**src/rtl/idu_decode_queue_if.sv**
```systemverilog
//------------------------------------------------------------------------------
// Module   : idu_decode_queue_if
// Purpose  : Bus bundle between the IFU, the decode queue and the EXU.
//            'slave' is the decode-queue side; 'master' is the IFU/EXU side
//            that pushes instructions and consumes decoded bundles.
// Signals  : i_valid/o_ready/i_inst/i_pc    - IFU push side
//            o_valid/i_ready/i_flush        - EXU pop side and redirect
//            o_pc .. o_ebreak               - head decoded bundle
//            o_cnt_dec/o_cnt_ill/o_cnt_stall - saturating perf counters
// Revision : 1.0 - initial release
//------------------------------------------------------------------------------
`default_nettype none

interface idu_decode_queue_if #(
  parameter int PC_W  = 32,
  parameter int CNT_W = 32
);
  logic             i_valid;
  logic             o_ready;
  logic [31:0]      i_inst;
  logic [PC_W-1:0]  i_pc;
  logic             o_valid;
  logic             i_ready;
  logic             i_flush;
  logic [PC_W-1:0]  o_pc;
  logic [31:0]      o_inst;
  logic [2:0]       o_extopt;
  logic [1:0]       o_reg_sel;
  logic             o_reg_wena;
  logic             o_mem_wr;
  logic             o_mem_re;
  logic [2:0]       o_mem_op;
  logic             o_pc_sel;
  logic [2:0]       o_branch;
  logic             o_alu_asrc;
  logic [1:0]       o_alu_bsrc;
  logic [3:0]       o_alu_ctr;
  logic             o_mdu_en;
  logic [2:0]       o_mdu_op;
  logic             o_illegal;
  logic             o_ebreak;
  logic [CNT_W-1:0] o_cnt_dec;
  logic [CNT_W-1:0] o_cnt_ill;
  logic [CNT_W-1:0] o_cnt_stall;

  modport slave (
    input  i_valid, i_inst, i_pc, i_ready, i_flush,
    output o_ready, o_valid, o_pc, o_inst, o_extopt, o_reg_sel, o_reg_wena,
           o_mem_wr, o_mem_re, o_mem_op, o_pc_sel, o_branch, o_alu_asrc,
           o_alu_bsrc, o_alu_ctr, o_mdu_en, o_mdu_op, o_illegal, o_ebreak,
           o_cnt_dec, o_cnt_ill, o_cnt_stall
  );

  modport master (
    output i_valid, i_inst, i_pc, i_ready, i_flush,
    input  o_ready, o_valid, o_pc, o_inst, o_extopt, o_reg_sel, o_reg_wena,
           o_mem_wr, o_mem_re, o_mem_op, o_pc_sel, o_branch, o_alu_asrc,
           o_alu_bsrc, o_alu_ctr, o_mdu_en, o_mdu_op, o_illegal, o_ebreak,
           o_cnt_dec, o_cnt_ill, o_cnt_stall
  );
endinterface

`default_nettype wire

```
**src/rtl/idu_decode_queue.sv**
```systemverilog
//------------------------------------------------------------------------------
// Module   : idu_decode_queue
// Purpose  : RV32I (+CSR/ecall/ebreak/mret) decoder feeding a DEPTH-entry
//            queue of registered control bundles, with illegal-instruction
//            detection and saturating performance counters.
// Ports    : i_clk   - clock
//            i_rst   - asynchronous reset, active-low
//            bus     - idu_decode_queue_if.slave (push, pop, head bundle,
//                      flush and counters)
// Options  : IDU_RV32M_EN - decode the RV32M op group (funct7 0000001)
// Revision : 1.0 - initial release
//------------------------------------------------------------------------------
`default_nettype none

module idu_decode_queue #(
  parameter int DEPTH = 2,
  parameter int CNT_W = 32,
  parameter int PC_W  = 32
) (
  input wire logic          i_clk,
  input wire logic          i_rst,
  idu_decode_queue_if.slave bus
);

  localparam int AW = $clog2(DEPTH);
  localparam logic [AW:0] FULL_CNT = (AW+1)'(DEPTH);

  localparam logic [6:0] OPC_LUI    = 7'b0110111;
  localparam logic [6:0] OPC_AUIPC  = 7'b0010111;
  localparam logic [6:0] OPC_JAL    = 7'b1101111;
  localparam logic [6:0] OPC_JALR   = 7'b1100111;
  localparam logic [6:0] OPC_BRANCH = 7'b1100011;
  localparam logic [6:0] OPC_LOAD   = 7'b0000011;
  localparam logic [6:0] OPC_STORE  = 7'b0100011;
  localparam logic [6:0] OPC_OPIMM  = 7'b0010011;
  localparam logic [6:0] OPC_OP     = 7'b0110011;
  localparam logic [6:0] OPC_FENCE  = 7'b0001111;
  localparam logic [6:0] OPC_SYSTEM = 7'b1110011;

  localparam logic [3:0] ALU_ADD   = 4'b0000;
  localparam logic [3:0] ALU_SUB   = 4'b1000;
  localparam logic [3:0] ALU_SLT   = 4'b0010;
  localparam logic [3:0] ALU_SLTU  = 4'b1010;
  localparam logic [3:0] ALU_COPYB = 4'b0011;
  localparam logic [3:0] ALU_SRA   = 4'b1101;

  typedef struct packed {
    logic [2:0] extopt;
    logic [1:0] reg_sel;
    logic       reg_wena;
    logic       mem_wr;
    logic       mem_re;
    logic [2:0] mem_op;
    logic       pc_sel;
    logic [2:0] branch;
    logic       alu_asrc;
    logic [1:0] alu_bsrc;
    logic [3:0] alu_ctr;
    logic       mdu_en;
    logic [2:0] mdu_op;
    logic       illegal;
    logic       ebreak;
  } bundle_t;

  // funct3 maps straight onto the ALU code except sltu, which sets bit 3.
  function automatic logic [3:0] alu_of_f3(input logic [2:0] f3);
    return (f3 == 3'b011) ? ALU_SLTU : {1'b0, f3};
  endfunction

  logic [6:0]  opcode;
  logic [2:0]  funct3;
  logic [6:0]  funct7;
  logic [11:0] imm12;
  bundle_t     dec;
  logic        bad;

  assign opcode = bus.i_inst[6:0];
  assign funct3 = bus.i_inst[14:12];
  assign funct7 = bus.i_inst[31:25];
  assign imm12  = bus.i_inst[31:20];

  always_comb begin
    dec = '0;
    bad = 1'b0;
    case (opcode)
      OPC_LUI: begin
        dec.extopt = 3'b001; dec.reg_wena = 1'b1;
        dec.alu_bsrc = 2'b01; dec.alu_ctr = ALU_COPYB;
      end
      OPC_AUIPC: begin
        dec.extopt = 3'b001; dec.reg_wena = 1'b1;
        dec.alu_asrc = 1'b1; dec.alu_bsrc = 2'b01;
      end
      OPC_JAL: begin
        dec.extopt = 3'b100; dec.reg_wena = 1'b1; dec.branch = 3'b001;
        dec.alu_asrc = 1'b1; dec.alu_bsrc = 2'b10;
      end
      OPC_JALR: begin
        dec.reg_wena = 1'b1; dec.branch = 3'b010;
        dec.alu_asrc = 1'b1; dec.alu_bsrc = 2'b10;
      end
      OPC_BRANCH: begin
        dec.extopt  = 3'b011;
        dec.alu_ctr = funct3[1] ? ALU_SLTU : ALU_SLT;
        case (funct3)
          3'b000:         dec.branch = 3'b100;
          3'b001:         dec.branch = 3'b101;
          3'b100, 3'b110: dec.branch = 3'b110;
          3'b101, 3'b111: dec.branch = 3'b111;
          default:        bad = 1'b1;
        endcase
      end
      OPC_LOAD: begin
        dec.reg_sel = 2'b01; dec.reg_wena = 1'b1; dec.mem_re = 1'b1;
        dec.mem_op = funct3; dec.alu_bsrc = 2'b01;
        case (funct3)
          3'b011, 3'b110, 3'b111: bad = 1'b1;
          default: ;
        endcase
      end
      OPC_STORE: begin
        dec.extopt = 3'b010; dec.mem_wr = 1'b1;
        dec.mem_op = funct3; dec.alu_bsrc = 2'b01;
        bad = (funct3 > 3'b010);
      end
      OPC_OPIMM: begin
        dec.reg_wena = 1'b1; dec.alu_bsrc = 2'b01;
        dec.alu_ctr = alu_of_f3(funct3);
        // Shift-immediates carry their variant in inst[31:26].
        if (funct3 == 3'b001) begin
          bad = (bus.i_inst[31:26] != 6'b000000);
        end else if (funct3 == 3'b101) begin
          if (bus.i_inst[31:26] == 6'b010000) dec.alu_ctr = ALU_SRA;
          else if (bus.i_inst[31:26] != 6'b000000) bad = 1'b1;
        end
      end
      OPC_OP: begin
        dec.reg_wena = 1'b1;
        case (funct7)
          7'b0000000: dec.alu_ctr = alu_of_f3(funct3);
          7'b0100000: begin
            if (funct3 == 3'b000)      dec.alu_ctr = ALU_SUB;
            else if (funct3 == 3'b101) dec.alu_ctr = ALU_SRA;
            else                       bad = 1'b1;
          end
`ifdef IDU_RV32M_EN
          7'b0000001: begin
            dec.mdu_en = 1'b1; dec.mdu_op = funct3; dec.alu_ctr = ALU_ADD;
          end
`endif
          default: bad = 1'b1;
        endcase
      end
      OPC_FENCE: ;
      OPC_SYSTEM: begin
        if (funct3 == 3'b000) begin
          case (imm12)
            12'h000: dec.pc_sel = 1'b1;  // ecall
            12'h001: dec.ebreak = 1'b1;
            12'h302: dec.pc_sel = 1'b1;  // mret
            default: bad = 1'b1;
          endcase
        end else if (funct3 == 3'b100) begin
          bad = 1'b1;
        end else begin
          dec.reg_wena = 1'b1; dec.reg_sel = 2'b10;
        end
      end
      default: bad = 1'b1;
    endcase
    if (bad) begin
      dec = '0;
      dec.illegal = 1'b1;
    end
  end

  // Queue storage and control
  bundle_t         bun_mem  [DEPTH];
  logic [PC_W-1:0] pc_mem   [DEPTH];
  logic [31:0]     inst_mem [DEPTH];
  logic [AW-1:0]   wr_ptr, rd_ptr;
  logic [AW:0]     count;
  logic            full, empty, push, pop;
  bundle_t         head;

  assign full  = (count == FULL_CNT);
  assign empty = (count == '0);
  assign push  = bus.i_valid && !full;
  assign pop   = !empty && bus.i_ready;

  always_ff @(posedge i_clk) begin
    if (push && !bus.i_flush) begin
      bun_mem[wr_ptr]  <= dec;
      pc_mem[wr_ptr]   <= bus.i_pc;
      inst_mem[wr_ptr] <= bus.i_inst;
    end
  end

  always_ff @(posedge i_clk or negedge i_rst) begin
    if (!i_rst) begin
      wr_ptr <= '0;
      rd_ptr <= '0;
      count  <= '0;
    end else if (bus.i_flush) begin
      wr_ptr <= '0;
      rd_ptr <= '0;
      count  <= '0;
    end else begin
      if (push) wr_ptr <= wr_ptr + AW'(1);
      if (pop)  rd_ptr <= rd_ptr + AW'(1);
      if (push && !pop)      count <= count + (AW+1)'(1);
      else if (pop && !push) count <= count - (AW+1)'(1);
    end
  end

  assign head = empty ? '0 : bun_mem[rd_ptr];

  assign bus.o_ready    = !full;
  assign bus.o_valid    = !empty;
  assign bus.o_pc       = empty ? '0 : pc_mem[rd_ptr];
  assign bus.o_inst     = empty ? '0 : inst_mem[rd_ptr];
  assign bus.o_extopt   = head.extopt;
  assign bus.o_reg_sel  = head.reg_sel;
  assign bus.o_reg_wena = head.reg_wena;
  assign bus.o_mem_wr   = head.mem_wr;
  assign bus.o_mem_re   = head.mem_re;
  assign bus.o_mem_op   = head.mem_op;
  assign bus.o_pc_sel   = head.pc_sel;
  assign bus.o_branch   = head.branch;
  assign bus.o_alu_asrc = head.alu_asrc;
  assign bus.o_alu_bsrc = head.alu_bsrc;
  assign bus.o_alu_ctr  = head.alu_ctr;
  assign bus.o_mdu_en   = head.mdu_en;
  assign bus.o_mdu_op   = head.mdu_op;
  assign bus.o_illegal  = head.illegal;
  assign bus.o_ebreak   = head.ebreak;

  // Performance counters; a pop swallowed by a flush does not count.
  logic [CNT_W-1:0] cnt_dec, cnt_ill, cnt_stall;
  logic             pop_cnt, stall;

  assign pop_cnt = pop && !bus.i_flush;
  assign stall   = !empty && !bus.i_ready;

  always_ff @(posedge i_clk or negedge i_rst) begin
    if (!i_rst) begin
      cnt_dec   <= '0;
      cnt_ill   <= '0;
      cnt_stall <= '0;
    end else begin
      if (pop_cnt && cnt_dec != '1)                cnt_dec   <= cnt_dec + CNT_W'(1);
      if (pop_cnt && head.illegal && cnt_ill != '1) cnt_ill   <= cnt_ill + CNT_W'(1);
      if (stall && cnt_stall != '1)                cnt_stall <= cnt_stall + CNT_W'(1);
    end
  end

  assign bus.o_cnt_dec   = cnt_dec;
  assign bus.o_cnt_ill   = cnt_ill;
  assign bus.o_cnt_stall = cnt_stall;

endmodule

`default_nettype wire

```
**src/flat_wrapper.sv**
```systemverilog
// flat-port wrapper written by rule: the top's interface ports become plain ports
module idu_decode_queue_flat 
#(
  parameter int DEPTH = 2,
  parameter int CNT_W = 32,
  parameter int PC_W  = 32
)
  (i_clk, i_rst, bus_i_valid, bus_i_inst, bus_i_pc, bus_i_ready, bus_i_flush, bus_o_ready, bus_o_valid, bus_o_pc, bus_o_inst, bus_o_extopt, bus_o_reg_sel, bus_o_reg_wena, bus_o_mem_wr, bus_o_mem_re, bus_o_mem_op, bus_o_pc_sel, bus_o_branch, bus_o_alu_asrc, bus_o_alu_bsrc, bus_o_alu_ctr, bus_o_mdu_en, bus_o_mdu_op, bus_o_illegal, bus_o_ebreak, bus_o_cnt_dec, bus_o_cnt_ill, bus_o_cnt_stall);
  idu_decode_queue_if #(.PC_W(PC_W), .CNT_W(CNT_W)) bus_i ();
  input wire logic i_clk;
  input wire logic i_rst;
  input wire logic [$bits(bus_i.i_valid)-1:0] bus_i_valid;
  input wire logic [$bits(bus_i.i_inst)-1:0] bus_i_inst;
  input wire logic [$bits(bus_i.i_pc)-1:0] bus_i_pc;
  input wire logic [$bits(bus_i.i_ready)-1:0] bus_i_ready;
  input wire logic [$bits(bus_i.i_flush)-1:0] bus_i_flush;
  output wire logic [$bits(bus_i.o_ready)-1:0] bus_o_ready;
  output wire logic [$bits(bus_i.o_valid)-1:0] bus_o_valid;
  output wire logic [$bits(bus_i.o_pc)-1:0] bus_o_pc;
  output wire logic [$bits(bus_i.o_inst)-1:0] bus_o_inst;
  output wire logic [$bits(bus_i.o_extopt)-1:0] bus_o_extopt;
  output wire logic [$bits(bus_i.o_reg_sel)-1:0] bus_o_reg_sel;
  output wire logic [$bits(bus_i.o_reg_wena)-1:0] bus_o_reg_wena;
  output wire logic [$bits(bus_i.o_mem_wr)-1:0] bus_o_mem_wr;
  output wire logic [$bits(bus_i.o_mem_re)-1:0] bus_o_mem_re;
  output wire logic [$bits(bus_i.o_mem_op)-1:0] bus_o_mem_op;
  output wire logic [$bits(bus_i.o_pc_sel)-1:0] bus_o_pc_sel;
  output wire logic [$bits(bus_i.o_branch)-1:0] bus_o_branch;
  output wire logic [$bits(bus_i.o_alu_asrc)-1:0] bus_o_alu_asrc;
  output wire logic [$bits(bus_i.o_alu_bsrc)-1:0] bus_o_alu_bsrc;
  output wire logic [$bits(bus_i.o_alu_ctr)-1:0] bus_o_alu_ctr;
  output wire logic [$bits(bus_i.o_mdu_en)-1:0] bus_o_mdu_en;
  output wire logic [$bits(bus_i.o_mdu_op)-1:0] bus_o_mdu_op;
  output wire logic [$bits(bus_i.o_illegal)-1:0] bus_o_illegal;
  output wire logic [$bits(bus_i.o_ebreak)-1:0] bus_o_ebreak;
  output wire logic [$bits(bus_i.o_cnt_dec)-1:0] bus_o_cnt_dec;
  output wire logic [$bits(bus_i.o_cnt_ill)-1:0] bus_o_cnt_ill;
  output wire logic [$bits(bus_i.o_cnt_stall)-1:0] bus_o_cnt_stall;
  assign bus_i.i_valid = bus_i_valid;
  assign bus_i.i_inst = bus_i_inst;
  assign bus_i.i_pc = bus_i_pc;
  assign bus_i.i_ready = bus_i_ready;
  assign bus_i.i_flush = bus_i_flush;
  assign bus_o_ready = bus_i.o_ready;
  assign bus_o_valid = bus_i.o_valid;
  assign bus_o_pc = bus_i.o_pc;
  assign bus_o_inst = bus_i.o_inst;
  assign bus_o_extopt = bus_i.o_extopt;
  assign bus_o_reg_sel = bus_i.o_reg_sel;
  assign bus_o_reg_wena = bus_i.o_reg_wena;
  assign bus_o_mem_wr = bus_i.o_mem_wr;
  assign bus_o_mem_re = bus_i.o_mem_re;
  assign bus_o_mem_op = bus_i.o_mem_op;
  assign bus_o_pc_sel = bus_i.o_pc_sel;
  assign bus_o_branch = bus_i.o_branch;
  assign bus_o_alu_asrc = bus_i.o_alu_asrc;
  assign bus_o_alu_bsrc = bus_i.o_alu_bsrc;
  assign bus_o_alu_ctr = bus_i.o_alu_ctr;
  assign bus_o_mdu_en = bus_i.o_mdu_en;
  assign bus_o_mdu_op = bus_i.o_mdu_op;
  assign bus_o_illegal = bus_i.o_illegal;
  assign bus_o_ebreak = bus_i.o_ebreak;
  assign bus_o_cnt_dec = bus_i.o_cnt_dec;
  assign bus_o_cnt_ill = bus_i.o_cnt_ill;
  assign bus_o_cnt_stall = bus_i.o_cnt_stall;
  idu_decode_queue #(.DEPTH(DEPTH), .CNT_W(CNT_W), .PC_W(PC_W)) u_core (.i_clk(i_clk), .i_rst(i_rst), .bus(bus_i));
endmodule
```
**config.mk**
```make
export PLATFORM = sky130hd
export DESIGN_NAME = idu_decode_queue_flat
export DESIGN_NICKNAME = d
export VERILOG_FILES = /design/src/rtl/idu_decode_queue_if.sv /design/src/rtl/idu_decode_queue.sv /design/src/flat_wrapper.sv
export SDC_FILE = /design/constraint.sdc
export NUM_CORES = 1
export LEC_CHECK = 0
export BUFFER_PORTS_ARGS = -buffer_cell sky130_fd_sc_hd__buf_2
export CORE_ASPECT_RATIO = 0.75
export CORE_UTILIZATION = 59
export CTS_CLUSTER_DIAMETER = 100
export CTS_CLUSTER_SIZE = 30
export DETAILED_ROUTE_END_ITERATION = 10
export GPL_TIMING_DRIVEN = 0
export PLACE_DENSITY = 0.84
export SLEW_MARGIN = 20
export SYNTH_ARGS = -nofsm -noshare
export SYNTH_HDL_FRONTEND = slang
export SYNTH_SLANG_ARGS = --single-unit
```
**constraint.sdc**
```tcl
create_clock -name i_clk -period 14.84 [get_ports i_clk]
set_input_delay 2.968 -clock i_clk [delete_from_list [all_inputs] [get_ports i_clk]]
set_output_delay 2.968 -clock i_clk [all_outputs]
set_load 0.01 [all_outputs]
```
==> results of run 1 <==
## cell type report
type,count,area [um2],area share [%]
Sequential cell,276,7787,54.19
Multi-Input combinational cell,637,4175,29.05
Timing Repair Buffer,275,1478,10.28
Clock buffer,19,347.8,2.420
Tap cell,258,322.8,2.246
Buffer,40,173.9,1.210
Inverter,14,52.55,0.3657
Clock inverter,2,33.78,0.2351
## power groups by stage
| stage | Combinational (W) | Sequential [W] | Clock [W] |
|---|---|---|---|
| 6_report | 0.000211 | 0.000887 | 0.000403 |
| 3_5_place_dp | 0.000212 | 0.000903 | 0 |
| 4_1_cts | 0.000213 | 0.000886 | 0.000409 |
| 3_3_place_gp | 0.000200 | 0.000907 | 0 |
| 5_1_grt | 0.000230 | 0.000891 | 0.000436 |
| 2_1_floorplan | 0.000107 | 0.000911 | 0 |
## metrics by stage
step | util (%) | hold slack, ns | total power, W | setup slack (ns) | area, um2
6_report | 71.10 | 0.4932 | 0.001500 | 8.949 | 14370
5_1_grt | 71.10 | 0.5051 | 0.001558 | 8.752 | 14370
4_1_cts | 71.10 | 0.4906 | 0.001508 | 8.888 | 14370
3_5_place_dp | 69.21 | 0.4747 | 0.001115 | 9.464 | 13990
3_3_place_gp | 68.14 | 0.4718 | 0.001107 | 1.128 | 13770
2_1_floorplan | - | 0.5149 | 0.001018 | 4.557 | 12180
## flip-flops by register name, indices dropped and copies added (netlist names)
register / cells
u_core.bus.o_cnt_ill: 32
u_core.rd_ptr: 1
u_core.wr_ptr: 1
u_core.bus.o_cnt_stall: 32
u_core.count: 2
u_core.inst_mem: 64
u_core.pc_mem: 64
u_core.bus.o_cnt_dec: 32
u_core.bun_mem: 48
## synth_stat cells (4+ instances only)
master,instances,area (um2)
buf_4,4,30.03
nor4_1,12,75.07
a211oi_1,5,37.54
a21oi_1,8,40.04
nor2b_1,5,31.28
nand2b_1,6,37.54
nor2_1,143,536.8
nand4_1,36,225.2
nand2_1,51,191.4
or3_1,7,43.79
and3_1,15,93.84
xnor2_1,46,402.9
clkbuf_1,19,71.32
mux2i_1,91,910.9
nor3b_1,4,30.03
buf_2,7,35.03
buf_1,10,37.54
xor2_1,40,350.3
nor3_1,35,175.2
and2_1,4,25.02
nand3_1,41,205.2
a31oi_1,6,37.54
inv_1,14,52.55
nand3b_1,4,30.03
edfxtp_1,176,5285
dfrtp_1,100,2502
mux2_2,5,56.30
and4_1,12,105.1
o21ai_0,8,40.04
## final timing paths
kind                                               to                    start  slack (ns)
setup / recovery                     bus_o_reg_sel[0]          u_core.count[1]        8.95
hold / removal                u_core.bus.o_cnt_ill[8]  u_core.bus.o_cnt_ill[8]        0.49
setup reg to reg                 u_core.pc_mem[0][29]          u_core.count[0]       12.48
hold reg to reg               u_core.bus.o_cnt_ill[8]  u_core.bus.o_cnt_ill[8]        0.49
max in group asynchronous     u_core.bus.o_cnt_dec[3]                    i_rst       11.85
min in group asynchronous  u_core.bus.o_cnt_stall[22]                    i_rst        2.37
## kinds of logic (layout without fill, tap and decap cells)
logic type                 Yosys count  in the layout  share of synthesized area [%]
muxes                               96             96                          7.949
buffers and inverters               54            350                          1.861
AOI/OAI and AO/OA                   51             51                          2.920
xor gates and xnor gates            86             86                          6.190
adders and majority gates            3              3                         0.3085
DFF                                276            276                          64.00
and+or+nand+nor                    397            397                          16.74
other                                1              4                        0.03082
## metal layers
metal	vias up	track usage, %
met5	-	0
met4	0	6.260
met3	38	3.931
met2	324	40.47
met1	4142	35.54
li1	4083	-
## cell usage in the layout (no fill, tap or decap), types with 12 or more instances in the layout
| master | count |
|---|---|
| nand3_1 | 41 |
| inv_1 | 14 |
| buf_4 | 18 |
| xor2_1 | 40 |
| edfxtp_1 | 176 |
| xnor2_1 | 46 |
| and3_1 | 15 |
| mux2i_1 | 91 |
| and4_1 | 12 |
| buf_2 | 260 |
| dfrtp_1 | 100 |
| nand2_1 | 51 |
| clkbuf_16 | 13 |
| nor3_1 | 34 |
| nand4_1 | 36 |
| clkbuf_1 | 25 |
| nor2_1 | 143 |
| nor4_1 | 12 |
==> flow_metrics.env, run 1 <==
export IMPL_post_cts_buffers=0
export IMPL_hpwl_um=19640
export IMPL_drt_pass1_iterations=5
export IMPL_status="finished, final reports clean"
export IMPL_critical_path_cell_chain="buf_2 > nor2_1 > clkbuf_1 > buf_1 > nor2_1 > buf_2"
export IMPL_met2_length_um=12540
export IMPL_yosys_most_used_dff="edfxtp_1"
export IMPL_p_leak_nw=6.077
export IMPL_antenna_found_initial=0
export IMPL_ys_warn_count=0
export IMPL_peakVddDrop_mv=0.1162
export IMPL_synth_area_per_cell_um2=12.62
export IMPL_p_comb_share_pct=14.0
export IMPL_slew_limit_headroom_pct=39.84
export IMPL_slowest_delay_ns=0.71
export IMPL_timing_hold_violations_final=0
export IMPL_setup_violations=0
export IMPL_wl_met3_um=1791
export IMPL_routed_wl_um=26580
export IMPL_grt_pass1_vias=7956
export IMPL_power_frac_clock_pct=26.8
export IMPL_cts_resized_gates=0
export IMPL_grt_overflow_total=0
export IMPL_period_share_pct=39.70
export IMPL_top_layer="met4"
export IMPL_ys_seq_area_share_pct=64.00
export IMPL_drc=0
export IMPL_swShare_pct=25.91
export IMPL_clk_root_buffer_cell="clkbuf_16"
export IMPL_die_h_um=126.4
export IMPL_cts_sinks=276
export IMPL_p_per_area_nw_per_um2=104.4
export IMPL_holdPathStages=1
export IMPL_wl_per_cell_um=17.48
export IMPL_cts_hold_buffers_added=0
export IMPL_area_growth_pct=18.11
export IMPL_nets=1329
export IMPL_arrival_ns=2.92
export IMPL_drive_above_1_share_pct=25.49
export IMPL_grt_max_degree=63
export IMPL_yosysUniqueCellTypes=62
export IMPL_cts_buffers_inserted=13
export IMPL_clk_pin_slew_ns=0.12
export IMPL_portBuffers=254
export IMPL_clockBufferDepth=3
export IMPL_maxCapViolations=0
export IMPL_die_w_um=167.8
export IMPL_worstMarginPinSlew_ns=0.8990
export IMPL_fin_cells=1521
export IMPL_worst_ep_required_time_ns=11.87
export IMPL_fin_skew_ns=0.03171
export IMPL_post_route_min_period_ns=5.891
export IMPL_place_congestion=0.9154
export IMPL_ioPinCount=259
export IMPL_vias_per_cell=5.646
export IMPL_ant_nets=0
export IMPL_setup_worst_path_class="reg -> out"
export IMPL_htreeDepth=1
export IMPL_rows=45
export IMPL_pwr_share_seq_pct=59.1
export IMPL_core_area_um2=20210
export IMPL_antenna_cells=0
export IMPL_worst_path_max_fanout=10
export IMPL_critPathSlowestCell="nor2_1"
export IMPL_cts_tree="built"
export IMPL_grt_pass1_wl_um=41860
export IMPL_syn_inst=964
export IMPL_synth_edff_count=176
export IMPL_synth_seq_cells=276
export IMPL_finalMaxSlewViolations=0
export IMPL_vias=8587
export IMPL_critPathBufInv=4
export IMPL_critPathTopFamily="buffers and inverters"
export IMPL_placedCellCount=1500
export IMPL_reg2reg_depth=8
export IMPL_crit_cells=6
export IMPL_clk_latency_ns=0.49
export IMPL_clock_fmax_mhz=169.8
export IMPL_power_switching_w=0.0003888
export IMPL_met1Wirelength_um=11670
export IMPL_syn_area_um2=12170
export IMPL_dieArea_um2=21210
export IMPL_drt_iter0_drc=812
export IMPL_fillers=1414
export IMPL_grt_total_usage_pct=24.89
export IMPL_hold_class="reg -> reg"
export IMPL_grt_setup_unrepaired="false"
export IMPL_timing_setup_tns_ns=0
export IMPL_intPower_w=0.001111
export IMPL_initial_utilization_pct=60.20
export IMPL_endpoint_kind="output port"
export IMPL_cp_start_kind="flop"
export IMPL_synthArstFlopShare_pct=36.23
Note: power is estimated with default switching activity, not from simulation.
==> inputs of run 2 (changes only) <==
ABC_AREA = 1   (was default)
CORE_UTILIZATION = 51   (was 59)
PLACE_DENSITY = 0.76   (was 0.84)
clock period = 5.4 ns   (was 14.84 ns; I/O delays follow)
==> flow_metrics.env, run 2 <==
export IMPL_status="finished, final reports clean"
export IMPL_p_leak_nw=6.989
export IMPL_peakVddDrop_mv=0.2465
export IMPL_hold_class="in -> async"
export IMPL_final_common_cell="nand2_1"
export IMPL_reg2reg_slack_ns=3.25
export IMPL_yosysUniqueCellTypes=34
export IMPL_critical_path_cell_chain="buf_2 > clkbuf_1 > buf_1 > nand2_1 > a21oi_1 > buf_2"
export IMPL_wl_per_cell_um=16.33
export IMPL_clock_fmax_mhz=261.3
export IMPL_crit_top_cell="buf_2"
export IMPL_portBuffers=254
export IMPL_critPathBufInv=4
export IMPL_clk_root_buffer_cell="clkbuf_16"
export IMPL_dieArea_um2=27490
export IMPL_yosysMostFrequentCell="nand2_1"
export IMPL_reg2reg_depth=7
export IMPL_hpwl_um=27520
export IMPL_grt_total_usage_pct=26.41
export IMPL_intPower_w=0.003535
export IMPL_die_h_um=143.8
export IMPL_worstMarginPinSlew_ns=0.7382
export IMPL_place_congestion=0.9699
export IMPL_worst_ep_required_time_ns=4.32
export IMPL_critical_path_reg2reg_startpoint="u_core.count[0]"
export IMPL_reg_top3="u_core.inst_mem (64), u_core.pc_mem (64), u_core.bun_mem (48)"
export IMPL_placedCellCount=2225
export IMPL_cts_resized_gates=0
export IMPL_final_core_util_pct=60.95
export IMPL_grt_pass1_vias=10610
export IMPL_post_route_min_period_ns=3.827
export IMPL_fin_skew_ns=0.02873
export IMPL_cts_hold_buffers_added=0
export IMPL_ys_warn_count=0
export IMPL_rows=51
export IMPL_maxCapViolations=0
export IMPL_synthTopCellsByArea="edfxtp_1, nand2_1, dfrtp_1"
export IMPL_grt_max_degree=64
export IMPL_period_share_pct=70.88
export IMPL_mostFrequentLayoutCells="nand2_1, buf_2, edfxtp_1"
export IMPL_nets=1968
export IMPL_ant_nets=0
export IMPL_p_per_area_nw_per_um2=351.3
export IMPL_placed_cell_area_um2=15580
export IMPL_setup_violations=0
export IMPL_vias=11840
export IMPL_initial_utilization_pct=52.29
export IMPL_total_power_w=0.005603
export IMPL_p_comb_share_pct=32.9
export IMPL_timing_setup_tns_ns=0
export IMPL_cts_sinks=276
export IMPL_finalMaxSlewViolations=0
export IMPL_synthArstFlopShare_pct=36.23
export IMPL_yosys_area_top_type="edfxtp_1"
export IMPL_cts_buffers_inserted=13
export IMPL_slowest_delay_ns=0.54
export IMPL_grt_setup_unrepaired="false"
export IMPL_power_frac_clock_pct=20.0
export IMPL_grt_overflow_total=0
export IMPL_timing_hold_violations_final=0
export IMPL_drt_pass1_iterations=5
export IMPL_critPathSlowestCell="clkbuf_1"
export IMPL_htreeDepth=1
export IMPL_synth_edff_count=176
export IMPL_synth_area_per_cell_um2=8.460
export IMPL_synth_seq_cells=276
export IMPL_grt_pass1_wl_um=56570
export IMPL_ioPinCount=259
export IMPL_clk_latency_ns=0.49
export IMPL_pwr_share_seq_pct=47.2
export IMPL_clockBufferDepth=3
export IMPL_drt_iter0_drc=825
export IMPL_cts_tree="built"
export IMPL_routed_wl_um=36690
export IMPL_clk_pin_slew_ns=0.12
export IMPL_ys_seq_area_share_pct=56.93
export IMPL_drc=0
export IMPL_drive_above_1_share_pct=17.42
export IMPL_fillers=2303
export IMPL_syn_area_um2=13680
export IMPL_swShare_pct=36.90
export IMPL_synth_top_area_share_pct=38.64
export IMPL_antenna_found_initial=1
export IMPL_final_area_um2=15950
export IMPL_die_w_um=191.1
export IMPL_fin_cells=2246
export IMPL_worst_path_max_fanout=10
export IMPL_vias_per_cell=5.272
export IMPL_yosys_most_used_dff="edfxtp_1"
export IMPL_critPathTopFamily="buffers and inverters"
export IMPL_r2r_end="u_core.inst_mem[0][28]"
export IMPL_slew_limit_headroom_pct=50.67
export IMPL_syn_inst=1617
export IMPL_startpoint="u_core.rd_ptr"
export IMPL_power_switching_w=0.002067
export IMPL_setup_worst_path_class="reg -> out"
export IMPL_arrival_ns=2.75
export IMPL_core_area_um2=26160
export IMPL_area_growth_pct=16.57
export IMPL_endpoint_kind="output port"
export IMPL_cp_start_kind="flop"
export IMPL_post_cts_buffers=0
export IMPL_synthTopCellsByCount="nand2_1, edfxtp_1, nor2_1"
-- run 2: cell count changes after synthesis, moves of 15 or more --
cell      delta
nand4_1     -26
nand2_1    +630
o21ai_1     +19
nor2_1      +18
inv_1       +87
mux2i_1     -91
o21ai_0     +21
nand3b_1    +18
xnor2_1     -30
a21oi_1     +85
and3_1      -15
-- run 2: layout make-up --
type	instances	area (um2)	area share, %
clock buffer	16	336.6	2.111
multi-input combinational	1185	5231	32.81
clock inverter	3	28.78	0.1805
sequential	276	7787	48.83
inverter	108	405.4	2.542
timing repair buffer	261	1440	9.031
buffer	51	281.5	1.765
tap	344	430.4	2.699
antenna	2	5.005	0.03138
-- run 2: worst max path at each step --
| stage | end | slack, ns | depth (start not counted) |
|---|---|---|---|
| floorplan | u_core.bun_mem[0][0] | 1.36 | 4 |
| detailed placement | bus_o_mem_re | 2.18 | 7 |
| global route | bus_o_reg_wena | 1.44 | 7 |
| CTS | bus_o_mem_re | 1.61 | 7 |
| finish | bus_o_branch[0] | 1.57 | 6 |
| global placement | u_core.inst_mem[0][16] | -0.04 | 5 |
-- run 2: per-stage QoR --
stage	hold WS, ns	worst slack (ns)
6_report	0.4735	1.573
2_1_floorplan	0.4785	1.364
4_1_cts	0.4785	1.612
3_3_place_gp	0.4915	-0.03650
5_1_grt	0.4830	1.442
3_5_place_dp	0.5253	2.182
-- run 2: metal layers --
layer / track usage, % / vias to the layer above / routed length, um
li1: - / 5774 / -
met1: 39.61 / 5585 / 16760
met2: 40.75 / 442 / 16380
met3: 3.663 / 41 / 2858
met4: 5.556 / 0 / 680
met5: 0 / - / 0
-- run 2: power by group through the flow --
stage                     clock [W]  sequential, W  combinational, W
after detailed placement          0        0.00269           0.00184
after global routing        0.00121        0.00267           0.00202
after floorplan                   0        0.00271          0.000997
after CTS                   0.00115        0.00264           0.00185
final                       0.00112        0.00264           0.00184
after global placement            0        0.00269           0.00179
-- run 2: cells by family (layout without fill, tap and decap cells) --
logic type	count (synthesis)	after routing	synth area share [%]
AO/OA/AOI/OAI	145	145	5.351
XOR/XNOR	43	43	2.808
adder cells (fa/ha/maj)	3	3	0.2744
buffers and inverters	159	439	5.022
flip-flops	276	276	56.93
other	1	6	0.02741
AND/OR/NAND/NOR	990	990	29.59
-- run 2: worst reg2reg max path, stage by stage, from the launching register on --
cell and delay (ns):
dfrtp_1 0.43, inv_1 0.09, nand2_1 0.10, nand2_1 0.11
inv_1 0.11, nand2_1 0.12, nor2_4 0.58, buf_12 0.28
==> inputs of run 3 (changes only) <==
ABC_AREA = 0   (was 1)
CORE_UTILIZATION = 55   (was 51)
PLACE_DENSITY = 0.79   (was 0.76)
clock period = 3.6 ns   (was 5.4 ns; I/O delays follow)
==> flow_metrics.env, run 3 (synthesis results as in run 1) <==
export IMPL_wl_per_cell_um=17.68
export IMPL_nets=1323
export IMPL_hpwl_um=19640
export IMPL_grt_pass1_wl_um=41810
export IMPL_setup_violations=0
export IMPL_final_area_um2=14440
export IMPL_slew_limit_headroom_pct=47.38
export IMPL_grt_overflow_total=0
export IMPL_mostFrequentLayoutCells="buf_2, edfxtp_1, nor2_1"
export IMPL_worst_path_max_fanout=10
export IMPL_period_share_pct=95.12
export IMPL_cts_buffers_inserted=13
export IMPL_timing_hold_violations_final=0
export IMPL_drive_above_1_share_pct=25.30
export IMPL_clock_fmax_mhz=292.0
export IMPL_post_route_min_period_ns=3.424
export IMPL_peakVddDrop_mv=0.3809
export IMPL_ioPinCount=259
export IMPL_cts_hold_buffers_added=0
export IMPL_clk_root_buffer_cell="clkbuf_16"
export IMPL_setup_worst_path_class="reg -> out"
export IMPL_cts_tree="built"
export IMPL_clockBufferDepth=3
export IMPL_core_area_um2=21410
export IMPL_drt_iter0_drc=799
export IMPL_initial_utilization_pct=56.83
export IMPL_multi_input_area_um2=4190
export IMPL_die_h_um=130.8
export IMPL_rows=46
export IMPL_placedCellCount=1524
export IMPL_grt_setup_unrepaired="false"
export IMPL_hold_class="in -> async"
export IMPL_reg_top3="u_core.inst_mem (64), u_core.pc_mem (64), u_core.bun_mem (48)"
export IMPL_fillers=1635
export IMPL_routed_wl_um=27330
export IMPL_placed_cell_area_um2=14050
export IMPL_cts_sinks=276
export IMPL_final_common_cell="buf_2"
export IMPL_worstMarginPinSlew_ns=0.7694
export IMPL_critical_path_cell_chain="buf_2 > nor2_2 > clkbuf_1 > buf_1 > nor2_1 > buf_2"
export IMPL_cp_start_kind="flop"
export IMPL_grt_pass1_vias=7828
export IMPL_crit_top_cell="buf_2"
export IMPL_dieArea_um2=22730
export IMPL_post_cts_buffers=0
export IMPL_clk_pin_slew_ns=0.11
export IMPL_p_per_area_nw_per_um2=428.0
export IMPL_critPathTopFamily="buffers and inverters"
export IMPL_arrival_ns=2.70
export IMPL_seqCellArea_um2=7787
export IMPL_clk_latency_ns=0.49
export IMPL_antenna_found_initial=1
export IMPL_area_growth_pct=18.65
export IMPL_fin_skew_ns=0.03329
export IMPL_p_leak_nw=6.067
export IMPL_grt_max_degree=77
export IMPL_ant_nets=0
export IMPL_portBuffers=254
export IMPL_total_power_w=0.006180
export IMPL_finalMaxSlewViolations=0
export IMPL_vias_per_cell=5.594
export IMPL_die_w_um=173.8
export IMPL_fin_cells=1546
export IMPL_slowest_delay_ns=0.57
export IMPL_drt_pass1_iterations=5
export IMPL_endpoint_kind="output port"
export IMPL_drc=0
export IMPL_maxCapViolations=0
export IMPL_critPathBufInv=4
export IMPL_vias=8648
export IMPL_htreeDepth=1
export IMPL_worst_ep_required_time_ns=2.88
export IMPL_status="finished, final reports clean"
export IMPL_grt_total_usage_pct=23.32
export IMPL_place_congestion=0.8788
export IMPL_critPathSlowestCell="clkbuf_1"
==> run 3: cell count changes in the layout (fill, tap and decap cells not counted), sizes merged, moves of 15 or more <==
cell	change
a21oi	-85
and3	+15
inv	-95
mux2i	+91
nand2	-635
nand3	-16
nand3b	-18
nand4	+27
nor2	-29
nor4	+16
o21ai	-39
xnor2	+29
==> run 3: what timing repair did <==
action,in CTS,in global routing
resized for setup,1,0
endpoints found under the hold margin,0,0
setup endpoints to repair,10,0
==> run 3: worst register-to-register path, stage by stage, from the launching register on <==
cell,delay [ns]
dfrtp_1,0.34
buf_2,0.19
nand2b_1,0.17
nand2_1,0.16
nor3b_4,0.31
buf_6,0.22
buf_6,0.18
buf_6,0.16
buf_6,0.19
buf_6,0.18
==> run 3: metal layers <==
metal | up-vias | track usage (%) | part of all wire (%)
li1 | 4083 | - | -
met1 | 4223 | 34.30 | 46
met2 | 318 | 37.76 | 47
met3 | 24 | 2.836 | 5.9
met4 | 0 | 4.850 | 1.6
met5 | - | 0 | 0
==> run 3: final cells by class <==
cell class	instances	area share [%]
Sequential cell	276	53.94
Multi-Input combinational cell	637	29.02
Timing Repair Buffer	269	10.29
Tap cell	288	2.496
Clock buffer	20	2.435
Buffer	40	1.231
Inverter	14	0.3640
Clock inverter	1	0.2080
Antenna cell	1	0.01733
==> run 3: path summary, 6_finish.rpt <==
path | startpoint | cells past startpoint | to | slack, ns
worst min register to register | u_core.bus.o_cnt_ill[8] | 1 | u_core.bus.o_cnt_ill[8] | 0.49
worst max-delay path | u_core.count[1] | 6 | bus_o_reg_sel[1] | 0.18
worst max register to register | u_core.count[0] | 9 | u_core.pc_mem[1][20] | 1.21
worst min-delay path | i_rst | 1 | u_core.bus.o_cnt_ill[15] | 0.07
min in group i_clk | bus_i_pc[31] | 1 | u_core.pc_mem[0][31] | 0.41
max in group asynchronous | i_rst | 2 | u_core.rd_ptr | 2.89
==> run 3: through the flow <==
| stage | TNS [ns] | util [%] | worst slack [ns] | hold WS (ns) |
|---|---|---|---|---|
| after detailed placement | 0 | 65.63 | 0.4518 | 0.4723 |
| after CTS | 0 | 67.42 | 0.1045 | 0.05733 |
| after floorplan | 0 | - | 0.0009022 | 0.4244 |
| after global placement | -215.38 | 64.63 | -1.340 | 0.4673 |
| after global routing | 0 | 67.43 | 0.001811 | 0.06328 |
| final | 0 | 67.43 | 0.1757 | 0.07124 |
==> run 3: where the power goes <==
group	internal (W)	switching [W]
combinational	0.000348	0.000521
clock	0.000703	0.000952
sequential	0.00354	0.000120
total	0.00459	0.00159
